`config.mk`:
```
export PLATFORM = sky130hd
export DESIGN_NAME = ssemi_multi_clock_divider
export DESIGN_NICKNAME = d
export VERILOG_FILES = /design/src/rtl/ssemi_multi_clock_divider_pkg.sv /design/src/rtl/ssemi_clk_div_channel.sv /design/src/rtl/ssemi_multi_clock_divider.sv
export VERILOG_INCLUDE_DIRS = /design/src /design/src/rtl
export SDC_FILE = /design/constraint.sdc
export NUM_CORES = 1
export LEC_CHECK = 0
export CAP_MARGIN = 40
export CORE_MARGIN = 2
export CORE_UTILIZATION = 50
export CTS_BUF_LIST = sky130_fd_sc_hd__clkbuf_16
export CTS_CLUSTER_SIZE = 14
export DETAILED_ROUTE_END_ITERATION = 7
export DONT_BUFFER_PORTS = 1
export PLACE_DENSITY = 0.65
export SLEW_MARGIN = 40
export SYNTH_ARGS = -nofsm -noshare
export SYNTH_HDL_FRONTEND = slang
export SYNTH_SLANG_ARGS = --single-unit
export TNS_END_PERCENT = 100
```
`constraint.sdc`:
```
create_clock -name i_clk -period 2.95 [get_ports i_clk]
set_input_delay 0.4425 -clock i_clk [delete_from_list [all_inputs] [get_ports i_clk]]
set_output_delay 0.4425 -clock i_clk [all_outputs]
set_load 0.005 [all_outputs]
```
`src/rtl/ssemi_defines.vh`:
```
// Shared build-time constants for the ssemi multi-channel clock divider.
//   SSEMI_MCD_NUM_CH_MAX : largest supported channel count
//   SSEMI_MCD_DIV_W_DEF  : default ratio width in bits
//   SSEMI_MCD_RATIO_RST  : ratio every channel takes out of reset
`ifndef SSEMI_DEFINES_VH
`define SSEMI_DEFINES_VH

`define SSEMI_MCD_NUM_CH_MAX 16
`define SSEMI_MCD_DIV_W_DEF  8
`define SSEMI_MCD_RATIO_RST  2

`endif

```
`src/rtl/ssemi_multi_clock_divider_pkg.sv`:
```
// Package for the multi-channel clock divider: default parameters,
// the per-channel operating mode and the channel-index width helper.
`include "ssemi_defines.vh"

package ssemi_multi_clock_divider_pkg;

    localparam int MCD_NUM_CH_MAX    = `SSEMI_MCD_NUM_CH_MAX;
    localparam int MCD_NUM_CH_DEF    = 4;
    localparam int MCD_DIV_W_DEF     = `SSEMI_MCD_DIV_W_DEF;
    localparam int MCD_RATIO_RST_DEF = `SSEMI_MCD_RATIO_RST;

    // What a channel does on the coming clock edge.
    typedef enum logic [1:0] {
        CH_MODE_IDLE  = 2'd0,   // enable low: parked at zero
        CH_MODE_SYNC  = 2'd1,   // phase align: restart from zero
        CH_MODE_COUNT = 2'd2    // normal counting
    } ch_mode_e;

    // Width of the channel select field; a single channel still gets one bit.
    function automatic int mcd_ch_width(input int num_ch);
        if (num_ch > 1) begin
            return $clog2(num_ch);
        end else begin
            return 1;
        end
    endfunction

endpackage

```
`src/rtl/ssemi_clk_div_channel.sv`:
```
// One divider channel: counter, active ratio, shadow ratio and pending flag.
// Ports:
//   i_clk, i_rst_n : clock, asynchronous active-low reset
//   i_enable       : channel enable; low parks the counter at zero
//   i_sync         : phase align, restart the period from zero
//   i_wr           : validated ratio write for this channel (already accepted)
//   i_wr_ratio     : ratio carried by the write
//   o_pending      : shadow ratio waiting to become active
//   o_clk_div      : registered divided clock level
//   o_stb          : registered one-cycle strobe, once per divided period
module ssemi_clk_div_channel
    import ssemi_multi_clock_divider_pkg::*;
#(
    parameter int DIV_W     = MCD_DIV_W_DEF,
    parameter int RATIO_RST = MCD_RATIO_RST_DEF
) (
    input  logic             i_clk,
    input  logic             i_rst_n,
    input  logic             i_enable,
    input  logic             i_sync,
    input  logic             i_wr,
    input  logic [DIV_W-1:0] i_wr_ratio,
    output logic             o_pending,
    output logic             o_clk_div,
    output logic             o_stb
);

    localparam logic [DIV_W-1:0] RATIO_INIT = DIV_W'(RATIO_RST);
    localparam logic [DIV_W-1:0] ONE_V      = DIV_W'(1'b1);

    logic [DIV_W-1:0] cnt_r;
    logic [DIV_W-1:0] ratio_r;
    logic [DIV_W-1:0] shadow_r;
    logic             pending_r;
    logic             clk_div_r;
    logic             stb_r;

    logic [DIV_W-1:0] cnt_nxt_s;
    logic [DIV_W-1:0] ratio_nxt_s;
    logic [DIV_W-1:0] shadow_nxt_s;
    logic             pending_nxt_s;
    logic             clk_div_nxt_s;
    logic             stb_nxt_s;

    logic             last_s;
    logic [DIV_W:0]   ratio_p1_s;
    logic [DIV_W-1:0] half_s;
    logic             high_s;
    ch_mode_e         mode_s;

    // Period bookkeeping: last count of the period and the high-phase length.
    // ceil(R/2) is (R+1)>>1, taken as the upper bits of the widened sum so
    // odd ratios spend the extra cycle high.
    always_comb begin
        last_s     = (cnt_r == (ratio_r - ONE_V));
        ratio_p1_s = {1'b0, ratio_r} + (DIV_W + 1)'(1'b1);
        half_s     = ratio_p1_s[DIV_W:1];
        high_s     = (cnt_r < half_s);
    end

    // Mode select: a low enable wins over sync, sync wins over counting.
    always_comb begin
        mode_s = CH_MODE_IDLE;
        if (!i_enable) begin
            mode_s = CH_MODE_IDLE;
        end else if (i_sync) begin
            mode_s = CH_MODE_SYNC;
        end else begin
            mode_s = CH_MODE_COUNT;
        end
    end

    // Next-state and next-output logic for the channel.
    always_comb begin
        cnt_nxt_s     = cnt_r;
        ratio_nxt_s   = ratio_r;
        shadow_nxt_s  = shadow_r;
        pending_nxt_s = pending_r;
        clk_div_nxt_s = 1'b0;
        stb_nxt_s     = 1'b0;
        case (mode_s)
            CH_MODE_IDLE: begin
                // Nothing is running, so a waiting ratio can take over at once.
                cnt_nxt_s = {DIV_W{1'b0}};
                if (pending_r) begin
                    ratio_nxt_s   = shadow_r;
                    pending_nxt_s = 1'b0;
                end else if (i_wr) begin
                    shadow_nxt_s  = i_wr_ratio;
                    pending_nxt_s = 1'b1;
                end else begin
                    pending_nxt_s = 1'b0;
                end
            end
            CH_MODE_SYNC: begin
                // A write landing with sync is made active directly.
                cnt_nxt_s = {DIV_W{1'b0}};
                if (i_wr) begin
                    ratio_nxt_s   = i_wr_ratio;
                    shadow_nxt_s  = i_wr_ratio;
                    pending_nxt_s = 1'b0;
                end else if (pending_r) begin
                    ratio_nxt_s   = shadow_r;
                    pending_nxt_s = 1'b0;
                end else begin
                    pending_nxt_s = 1'b0;
                end
            end
            CH_MODE_COUNT: begin
                clk_div_nxt_s = high_s;
                stb_nxt_s     = last_s;
                if (last_s) begin
                    cnt_nxt_s = {DIV_W{1'b0}};
                end else begin
                    cnt_nxt_s = cnt_r + ONE_V;
                end
                // Ratio swaps only at the wrap so a period is never cut short.
                if (last_s && pending_r) begin
                    ratio_nxt_s   = shadow_r;
                    pending_nxt_s = 1'b0;
                end else if (i_wr) begin
                    shadow_nxt_s  = i_wr_ratio;
                    pending_nxt_s = 1'b1;
                end else begin
                    pending_nxt_s = pending_r;
                end
            end
            default: begin
                cnt_nxt_s     = {DIV_W{1'b0}};
                ratio_nxt_s   = ratio_r;
                shadow_nxt_s  = shadow_r;
                pending_nxt_s = pending_r;
            end
        endcase
    end

    // Channel state and output registers.
    always_ff @(posedge i_clk or negedge i_rst_n) begin
        if (!i_rst_n) begin
            cnt_r     <= {DIV_W{1'b0}};
            ratio_r   <= RATIO_INIT;
            shadow_r  <= RATIO_INIT;
            pending_r <= 1'b0;
            clk_div_r <= 1'b0;
            stb_r     <= 1'b0;
        end else begin
            cnt_r     <= cnt_nxt_s;
            ratio_r   <= ratio_nxt_s;
            shadow_r  <= shadow_nxt_s;
            pending_r <= pending_nxt_s;
            clk_div_r <= clk_div_nxt_s;
            stb_r     <= stb_nxt_s;
        end
    end

    assign o_pending = pending_r;
    assign o_clk_div = clk_div_r;
    assign o_stb     = stb_r;

endmodule

```
`src/rtl/ssemi_multi_clock_divider.sv`:
```
// Multi-channel programmable clock divider. Holds the ratio-write decode and
// error reporting; each channel is an ssemi_clk_div_channel instance.
// Ports:
//   i_clk, i_rst_n : clock, asynchronous active-low reset
//   i_enable       : per-channel enable
//   i_sync         : phase align all channels
//   i_cfg_valid    : ratio write request
//   i_cfg_ch       : target channel of the write
//   i_cfg_ratio    : requested ratio
//   o_cfg_ready    : write accepted when i_cfg_valid && o_cfg_ready
//   o_cfg_err      : one-cycle pulse after an accepted but rejected write
//   o_clk_div      : divided clock level per channel
//   o_stb          : one-cycle strobe per divided period per channel
module ssemi_multi_clock_divider
    import ssemi_multi_clock_divider_pkg::*;
#(
    parameter int  NUM_CH    = MCD_NUM_CH_DEF,
    parameter int  DIV_W     = MCD_DIV_W_DEF,
    parameter int  RATIO_RST = MCD_RATIO_RST_DEF,
    localparam int CH_W      = mcd_ch_width(NUM_CH)
) (
    input  logic              i_clk,
    input  logic              i_rst_n,
    input  logic [NUM_CH-1:0] i_enable,
    input  logic              i_sync,
    input  logic              i_cfg_valid,
    input  logic [CH_W-1:0]   i_cfg_ch,
    input  logic [DIV_W-1:0]  i_cfg_ratio,
    output logic              o_cfg_ready,
    output logic              o_cfg_err,
    output logic [NUM_CH-1:0] o_clk_div,
    output logic [NUM_CH-1:0] o_stb
);

    localparam logic [CH_W:0] NUM_CH_V = (CH_W + 1)'(NUM_CH);

    // Reject parameter sets the channels cannot represent.
    if ((NUM_CH < 1) || (NUM_CH > MCD_NUM_CH_MAX)) begin : g_bad_num_ch
        $error("ssemi_multi_clock_divider: NUM_CH=%0d outside 1..%0d",
               NUM_CH, MCD_NUM_CH_MAX);
    end
    if ((RATIO_RST < 1) || (RATIO_RST > ((2 ** DIV_W) - 1))) begin : g_bad_ratio_rst
        $error("ssemi_multi_clock_divider: RATIO_RST=%0d outside 1..2^DIV_W-1",
               RATIO_RST);
    end

    logic [NUM_CH-1:0] pending_s;
    logic [NUM_CH-1:0] wr_s;
    logic              ch_in_range_s;
    logic              cfg_ready_s;
    logic              accept_s;
    logic              bad_s;
    logic              good_s;
    logic              cfg_err_r;

    // Write handshake. An index past the last channel still handshakes so the
    // requester never stalls; it is then reported as an error.
    always_comb begin
        ch_in_range_s = ({1'b0, i_cfg_ch} < NUM_CH_V);
        if (ch_in_range_s) begin
            cfg_ready_s = ~pending_s[i_cfg_ch];
        end else begin
            cfg_ready_s = 1'b1;
        end
        accept_s = i_cfg_valid & cfg_ready_s;
        bad_s    = accept_s & (~ch_in_range_s | (i_cfg_ratio == {DIV_W{1'b0}}));
        good_s   = accept_s & ~bad_s;
    end

    // Route an accepted, legal write to its channel.
    always_comb begin
        wr_s = {NUM_CH{1'b0}};
        for (int n = 0; n < NUM_CH; n++) begin
            if ({1'b0, i_cfg_ch} == (CH_W + 1)'(n)) begin
                wr_s[n] = good_s;
            end else begin
                wr_s[n] = 1'b0;
            end
        end
    end

    // Error pulse lands in the cycle after the rejected write.
    always_ff @(posedge i_clk or negedge i_rst_n) begin
        if (!i_rst_n) begin
            cfg_err_r <= 1'b0;
        end else begin
            cfg_err_r <= bad_s;
        end
    end

    for (genvar n = 0; n < NUM_CH; n++) begin : g_ch
        ssemi_clk_div_channel #(
            .DIV_W     (DIV_W),
            .RATIO_RST (RATIO_RST)
        ) u_ch (
            .i_clk      (i_clk),
            .i_rst_n    (i_rst_n),
            .i_enable   (i_enable[n]),
            .i_sync     (i_sync),
            .i_wr       (wr_s[n]),
            .i_wr_ratio (i_cfg_ratio),
            .o_pending  (pending_s[n]),
            .o_clk_div  (o_clk_div[n]),
            .o_stb      (o_stb[n])
        );
    end

    assign o_cfg_ready = cfg_ready_s;
    assign o_cfg_err   = cfg_err_r;

endmodule

```
==> key figures, run 1 <==
Clocking
  • Register clock-pin slew on the reported worst setup and hold paths: approximately 0.070 ns
  • Clk root buf: clkbuf_16
  • CTS tree: done
  • H-tree depth: 3
  • Clock latency on the worst-skew pair: about 0.36 ns
  • CTS Buf Count: 9
  • Clock buffer depth: 2
  • CTS Sinks: ~110
  • Post-CTS setup repair buffer count: 0

Logic synthesis
  • Cells after synthesis: 772
  • Syn_area_per_cell: ~9.4 sq um
  • Synth cell types: 65
  • Top_reg_cell synth: dfrtp_1
  • Post-Syn Area: 7290 sq um
  • Synth Register Bits: approximately 110
  • Mapped Nets: 830
  • Syn. warnings: 0
  • Sequential fraction of the synthesis area: a little under two fifths
  • Post-synth ARST share: 100%
  • Post-synth EDFFs: 0

Drt
  • DR WL/cell: approximately 17 um
  • Metal-1 WL: between 7000 and 8000 um
  • Starting DRT DRC Count: approximately 490
  • Via count: roughly 5.5k
  • DR vias/cell: around 5.9
  • Residual DRC count: 0
  • Number of routed nets with antenna violations: 0
  • Drt total wl: 16100 um
  • DRT Pass-1 Iters: 7
  • Met3 wire length: 621 um
  • Max Used Layer: met4
  • Met2 WL: about 7800 um

Finish
  • P&R area growth vs syn: 4.56%
  • Number of antenna repair diodes: 0
  • Final nets: ~800
  • Most common library cell in the layout ignoring fill and taps: dfrtp_1
  • Finished Cell Area: between 7000 and 8000 sq um
  • Filler cells: 1327
  • Layout cells sized above 1: 10.3%
  • Commonest non-fill, non-tap cells in the layout: 101 x dfrtp_1, 63 x nor2_1, 61 x nand2_1
  • FF+latch area: between 2000 and 3000 sq um
  • Multi-input gate area in the final layout: between 4000 and 5000 sq um

STA
  • Clk_skew: ~0.0078 ns
  • RSZ-0062 raised after global routing: false
  • FMAX: between 300 and 400 MHz
  • Worst Tran Pin Value: between 0.5 and 0.6 ns
  • Final Max Slew Viols: 0
  • Final setup vio count: 0
  • Final Worst Setup Slack: between 0.1 and 0.15 ns
  • Final worst-path cycle share: between 90 and 100%
  • Max-slew headroom: about 62%
  • WHS: -0.219 ns
  • Fin. Hold Viols: between 100 and 150
  • Fin crit period: 2.80 ns
  • Setup TNS: 0 ns

Flow run
  • MaxCap Viol Count: 0

Floorplan
  • Die area: ~16000 sq um
  • Site Rows: 44
  • I/O Pins: 28
  • Initial Util: about half
  • Die Y: roughly 120 um
  • Die Width: 125 um
  • Placeable Area: around 14000 sq um

Power
  • Total power: a little under 6 mW
  • VDD IR max: ~0.47 mV
  • Lkg Pwr: 3.39 nW
  • Pwr Density: around 780 nW/um^2

Global route
  • Largest net degree at the start of global routing: 110
  • Initial antenna violation count: 0
  • First-pass GRT wire length: about 28000 um
  • Congestion Overflow GR: 0
  • GRT Resource Usage Total: ~22%
  • Vias in the first global route: roughly 5.4k

Run status
  • Failing checks: negative hold slack
  • Outcome: finished with violations

Setup path
  • Slowest stage delay, CP: between 0.6 and 0.7 ns
  • Top cell by count, worst path: a211oi_1
  • Slowest cell on the critical path: dfstp_2
  • Crit path buffers/inverters: 1
  • Critical path class: reg -> reg
  • Worst EP arrival: 3.05 ns
  • Crit path capture type: flop
  • Crit path max-delay family: compound AO/OA/AOI/OAI gates
  • Crit start category: flop
  • Crit path required time: about 3.2 ns
  • CP max FO: 8
  • Crit path cell chain: inv_1 > ha_1 > o21bai_1 > a211oi_1 > a211oi_1 > a2bb2oi_1 > a2111oi_2 > a21o_2 > mux2_1

Worst hold path
  • Worst hold path class: in -> async

Placement
  • DP Area: 7330 sq um
  • Setup WS pre-CTS: between 0.15 and 0.2 ns
  • Port bufs: 0
  • DP Wirelength: around 12000 um
  • Routability Congestion: around 0.83
[final cells by class]
type / instances / share of cell area [%]
inverter: 31 / 1.53
multi-input combinational: 579 / 54.8
tap: 184 / 3.02
sequential: 109 / 35.9
timing repair buffer: 9 / 0.886
clock buffer: 9 / 2.95
clock inverter: 7 / 0.886
[worst paths after layout]
kind / start / end / slack, ns / cells after the start
min in group i_clk: i_cfg_ratio[1] / g_ch[0].u_ch.shadow_r[1] / 0.16 / 2
max reg2reg: g_ch[0].u_ch.ratio_r[1] / g_ch[0].u_ch.ratio_r[5] / 0.15 / 9
max in group asynchronous: i_rst_n / g_ch[1].u_ch.shadow_r[1] / 2.91 / 0
min reg2reg: g_ch[0].u_ch.shadow_r[1] / g_ch[0].u_ch.shadow_r[1] / 0.48 / 2
min: i_rst_n / g_ch[0].u_ch.cnt_r[0] / -0.22 / 0
max: g_ch[0].u_ch.ratio_r[1] / g_ch[0].u_ch.ratio_r[5] / 0.15 / 9
[synthesized netlist by cell type (6+ instances only)]
| master | count | area, sq um |
|---|---|---|
| dfrtp_1 | 101 | 2530 |
| nor3b_1 | 6 | 45.0 |
| o21ai_0 | 31 | 155 |
| nand3_1 | 42 | 210 |
| nor2b_1 | 6 | 37.5 |
| nor2_1 | 63 | 236 |
| xor2_1 | 42 | 368 |
| mux2_2 | 24 | 270 |
| a211oi_1 | 9 | 67.6 |
| nand4_1 | 7 | 43.8 |
| nand2b_1 | 6 | 37.5 |
| a222oi_1 | 7 | 70.1 |
| nor4_1 | 7 | 43.8 |
| mux2i_1 | 20 | 200 |
| mux2_1 | 6 | 67.6 |
| a21oi_1 | 22 | 110 |
| dfstp_2 | 8 | 210 |
| a21o_1 | 14 | 105 |
| ha_1 | 40 | 500 |
| xnor2_1 | 42 | 368 |
| o22ai_1 | 10 | 62.6 |
| clkbuf_1 | 26 | 97.6 |
| o21bai_1 | 9 | 67.6 |
| buf_4 | 11 | 82.6 |
| nand2_1 | 61 | 229 |
| and3_1 | 16 | 100 |
| inv_1 | 31 | 116 |
| nor3_1 | 11 | 55.1 |
| a2bb2oi_1 | 6 | 52.6 |
| buf_2 | 13 | 65.1 |
| a22o_1 | 16 | 140 |
[power by group]
part           switching (mW)  total, mW  internal, mW
Sequential              0.570       2.45          1.88
Combinational            1.09       2.24          1.15
Clock                   0.562       1.22         0.656
[state kept, by name, indices dropped and copies added, names as in the netlist]
name and count:
g_ch.u_ch.shadow_r 32, g_ch.u_ch.o_pending 4, g_ch.u_ch.cnt_r 32, g_ch.u_ch.ratio_r 32
g_ch.u_ch.o_clk_div 4, g_ch.u_ch.o_stb 4, o_cfg_err 1
[kinds of logic after synthesis]
| group | Yosys count | synth area share, % |
|---|---|---|
| adder cells (fa/ha/maj) | 40 | 6.86 |
| AO/OA/AOI/OAI | 151 | 15.1 |
| AND/OR/NAND/NOR | 253 | 17.5 |
| multiplexers | 51 | 7.69 |
| XOR/XNOR | 84 | 10.1 |
| buffers and inverters | 84 | 5.15 |
| flip-flops | 109 | 37.5 |
[stage by stage]
step | util, % | cells
finish | 53.1 | 928
global placement | 51.0 | 912
CTS | 53.0 | 928
detailed placement | 51.0 | 912
global route | 53.1 | 928
floorplan | - | 772
[layer usage]
metal | vias to the layer above | track usage (%)
li1 | 2665 | -
met1 | 2669 | 29.1
met2 | 132 | 35.5
met3 | 17 | 3.61
met4 | 0 | 7.67
met5 | - | 0
[repair_timing]
item                                    4_1_cts  5_1_grt
endpoints found under the hold margin       109      109
endpoints found under the setup margin        0        1
gates resized for setup                       0        1
No activity file was read; power rests on OpenSTA's default activity.
==> run 2: changes to the inputs <==
CORE_ASPECT_RATIO = 1.75   (was not set)
==> key figures, run 2 (synthesis results as in run 1) <==
Run status
  • Outcome: finished with violations (unchanged)
  • Failing checks: negative hold slack (unchanged)

STA
  • RSZ-0062 raised after global routing: false (unchanged)
  • Worst Tran Pin Value: 0.555 ns (was 0.568 ns)
  • Fin. Hold Viols: 109 (was 105)
  • WHS: -0.224 ns (was -0.219 ns)
  • FMAX: 373 MHz (was 357 MHz)
  • Fin crit period: 2.68 ns (was 2.80 ns)
  • Final Worst Setup Slack: 0.271 ns (was 0.148 ns)
  • Final Max Slew Viols: 0 (unchanged)
  • Final setup vio count: 0 (unchanged)
  • Setup TNS: 0 ns (unchanged)
  • Clk_skew: 0.00613 ns (was 0.00783 ns)
  • Max-slew headroom: 62.6% (was 62.0%)
  • Final worst-path cycle share: 90.8% (was 95.0%)

Power
  • Lkg Pwr: 3.38 nW (was 3.39 nW)
  • Pwr Density: 781 nW/um^2 (was 775 nW/um^2)
  • Switching power: 2.27 mW (was 2.22 mW)
  • P_int: 3.70 mW (was 3.69 mW)
  • Clock Power Share: 21.3% (was 20.6%)
  • VDD IR max: 0.422 mV (was 0.467 mV)
  • Total power: 5.97 mW (was 5.91 mW)
  • Power share of the combinational group: 37.4% (was 37.9%)
  • Sw Share: 38.0% (was 37.6%)
  • Sequential power share: 41.3% (was 41.5%)

Setup path
  • R2r startpoint: g_ch[0].u_ch.ratio_r[0] (was g_ch[0].u_ch.ratio_r[1])
  • Crit path cell chain: inv_1 > ha_1 > and2_1 > or4b_1 > a2111oi_4 > a21o_1 > mux2_1 (was inv_1 > ha_1 > o21bai_1 > a211oi_1 > a211oi_1 > a2bb2oi_1 > a2111oi_2 > a21o_2 > mux2_1)
  • Crit start category: flop (unchanged)
  • Crit path max-delay family: compound AO/OA/AOI/OAI gates (unchanged)
  • Flop-to-flop setup slack: 0.27 ns (was 0.15 ns)
  • CP max FO: 9 (was 8)
  • Crit path capture type: flop (unchanged)
  • Critical path class: reg -> reg (unchanged)
  • Slowest cell on the critical path: or4b_1 (was dfstp_2)
  • RR Endpoint: g_ch[0].u_ch.ratio_r[7] (was g_ch[0].u_ch.ratio_r[5])
  • R2R depth: 7 (was 9)
  • Crit path required time: 3.19 ns (about the same)
  • Crit path buffers/inverters: 1 (unchanged)
  • Worst EP arrival: 2.92 ns (was 3.05 ns)
  • Slowest stage delay, CP: 0.51 ns (was 0.62 ns)

Global route
  • Met3 Use GR: 3.85% (was 3.61%)
  • Vias in the first global route: 5660 (was 5434)
  • Global-route layer with the greatest usage: met2 (unchanged)
  • First-pass GRT wire length: 27600 um (about the same)
  • Largest net degree at the start of global routing: 110 (unchanged)
  • Met2 usage: 41.8% (was 35.5%)
  • Congestion Overflow GR: 0 (unchanged)
  • Initial antenna violation count: 0 (unchanged)
  • Routing usage on met1: 25.0% (was 29.1%)
  • GRT Resource Usage Total: 22.4% (was 21.7%)

Drt
  • Drt total wl: 16500 um (was 16100 um)
  • Number of routed nets with antenna violations: 0 (unchanged)
  • Starting DRT DRC Count: 240 (was 491)
  • DRT Pass-1 Iters: 6 (was 7)
  • Residual DRC count: 0 (unchanged)
  • DR WL/cell: 17.8 um (was 17.3 um)
  • Via count: 5533 (was 5483)
  • DR vias/cell: 5.99 (was 5.91)

Clocking
  • CTS Sinks: 109 (unchanged)
  • Register clock-pin slew on the reported worst setup and hold paths: 0.08 ns (was 0.07 ns)
  • CTS Buf Count: 9 (unchanged)
  • CTS tree: done (unchanged)
  • Clock buffer depth: 2 (unchanged)
  • H-tree depth: 3 (unchanged)
  • Clk root buf: clkbuf_16 (unchanged)
  • Clock latency on the worst-skew pair: 0.35 ns (was 0.36 ns)

Finish
  • Most common library cell in the layout ignoring fill and taps: dfrtp_1 (unchanged)
  • Largest regs: g_ch.u_ch.cnt_r (32), g_ch.u_ch.ratio_r (32), g_ch.u_ch.shadow_r (32) (unchanged)
  • P&R area growth vs syn: 4.86% (was 4.56%)
  • Filler cells: 1268 (was 1327)
  • Commonest non-fill, non-tap cells in the layout: 101 x dfrtp_1, 63 x nor2_1, 61 x nand2_1 (unchanged)
  • Final nets: 797 (unchanged)
  • Layout cells sized above 1: 10.5% (was 10.3%)
  • Number of antenna repair diodes: 0 (unchanged)

Placement
  • Port bufs: 0 (unchanged)
  • Setup WS pre-CTS: 0.238 ns (was 0.166 ns)
  • Routability Congestion: 0.811 (was 0.828)
  • DP Wirelength: 12200 um (was 11600 um)

Floorplan
  • Die Width: 95.3 um (was 125 um)
  • I/O Pins: 28 (unchanged)
  • Die area: 15600 sq um (about the same)
  • Initial Util: 51.0% (was 50.7%)
  • Placeable Area: 14300 sq um (was 14400 sq um)
  • Site Rows: 58 (was 44)
  • Die Y: 164 um (was 125 um)

Flow run
  • MaxCap Viol Count: 0 (unchanged)

Worst hold path
  • Worst hold path class: in -> async (unchanged)
run 2: cell types whose count changed in the layout (fill, tap and decap cells not counted), sizes merged:
cell	delta
clkinvlp	+1
inv	-1
run 2: power by group through the flow:
stage | Sequential (mW) | Combinational [mW] | Clock (mW)
floorplan | 2.14 | 2.15 | 0
global placement | 2.46 | 2.11 | 0
detailed placement | 2.49 | 2.22 | 0
CTS | 2.46 | 2.23 | 1.29
global route | 2.54 | 2.51 | 1.37
finish | 2.46 | 2.23 | 1.27
run 2: worst max path at each step:
stage | from | endpoint | cells past startpoint
after floorplan | g_ch[0].u_ch.ratio_r[0] | g_ch[0].u_ch.ratio_r[5] | 9
after global placement | g_ch[0].u_ch.ratio_r[0] | g_ch[0].u_ch.ratio_r[7] | 7
final | g_ch[0].u_ch.ratio_r[0] | g_ch[0].u_ch.ratio_r[7] | 7
after global routing | g_ch[1].u_ch.ratio_r[1] | g_ch[1].u_ch.ratio_r[4] | 9
after detailed placement | g_ch[0].u_ch.ratio_r[0] | g_ch[0].u_ch.ratio_r[7] | 7
after CTS | g_ch[0].u_ch.ratio_r[0] | g_ch[0].u_ch.ratio_r[7] | 7
run 2: per-stage QoR:
stage	area (sq um)	util (%)	instances
after detailed placement	7320	51.2	908
final	7640	53.5	924
after floorplan	7290	-	772
after CTS	7630	53.4	924
after global routing	7640	53.5	924
after global placement	7320	51.2	908
run 2: final cells by class:
cell class              count  area (sq um)  area share [%]
inverters                  31           116            1.52
clock inverters             7          82.6            1.08
flip-flops and latches    109          2740            35.8
multi-input cells         579          4190            54.8
clock buffers               9           225            2.95
repair buffers              9          67.6           0.884
well taps                 180           225            2.95
run 2: per-layer routing:
metal,vias to the layer above,routed length (um)
met2,96,9050
met5,-,0
met3,29,628
li1,2673,-
met4,0,406
met1,2735,6390
run 2: repair_timing:
| item | in CTS | in global routing |
|---|---|---|
| setup buffers | 0 | 0 |
| resized for setup | 0 | 1 |
| setup endpoints to repair | 0 | 2 |
| hold endpoints to repair | 109 | 109 |
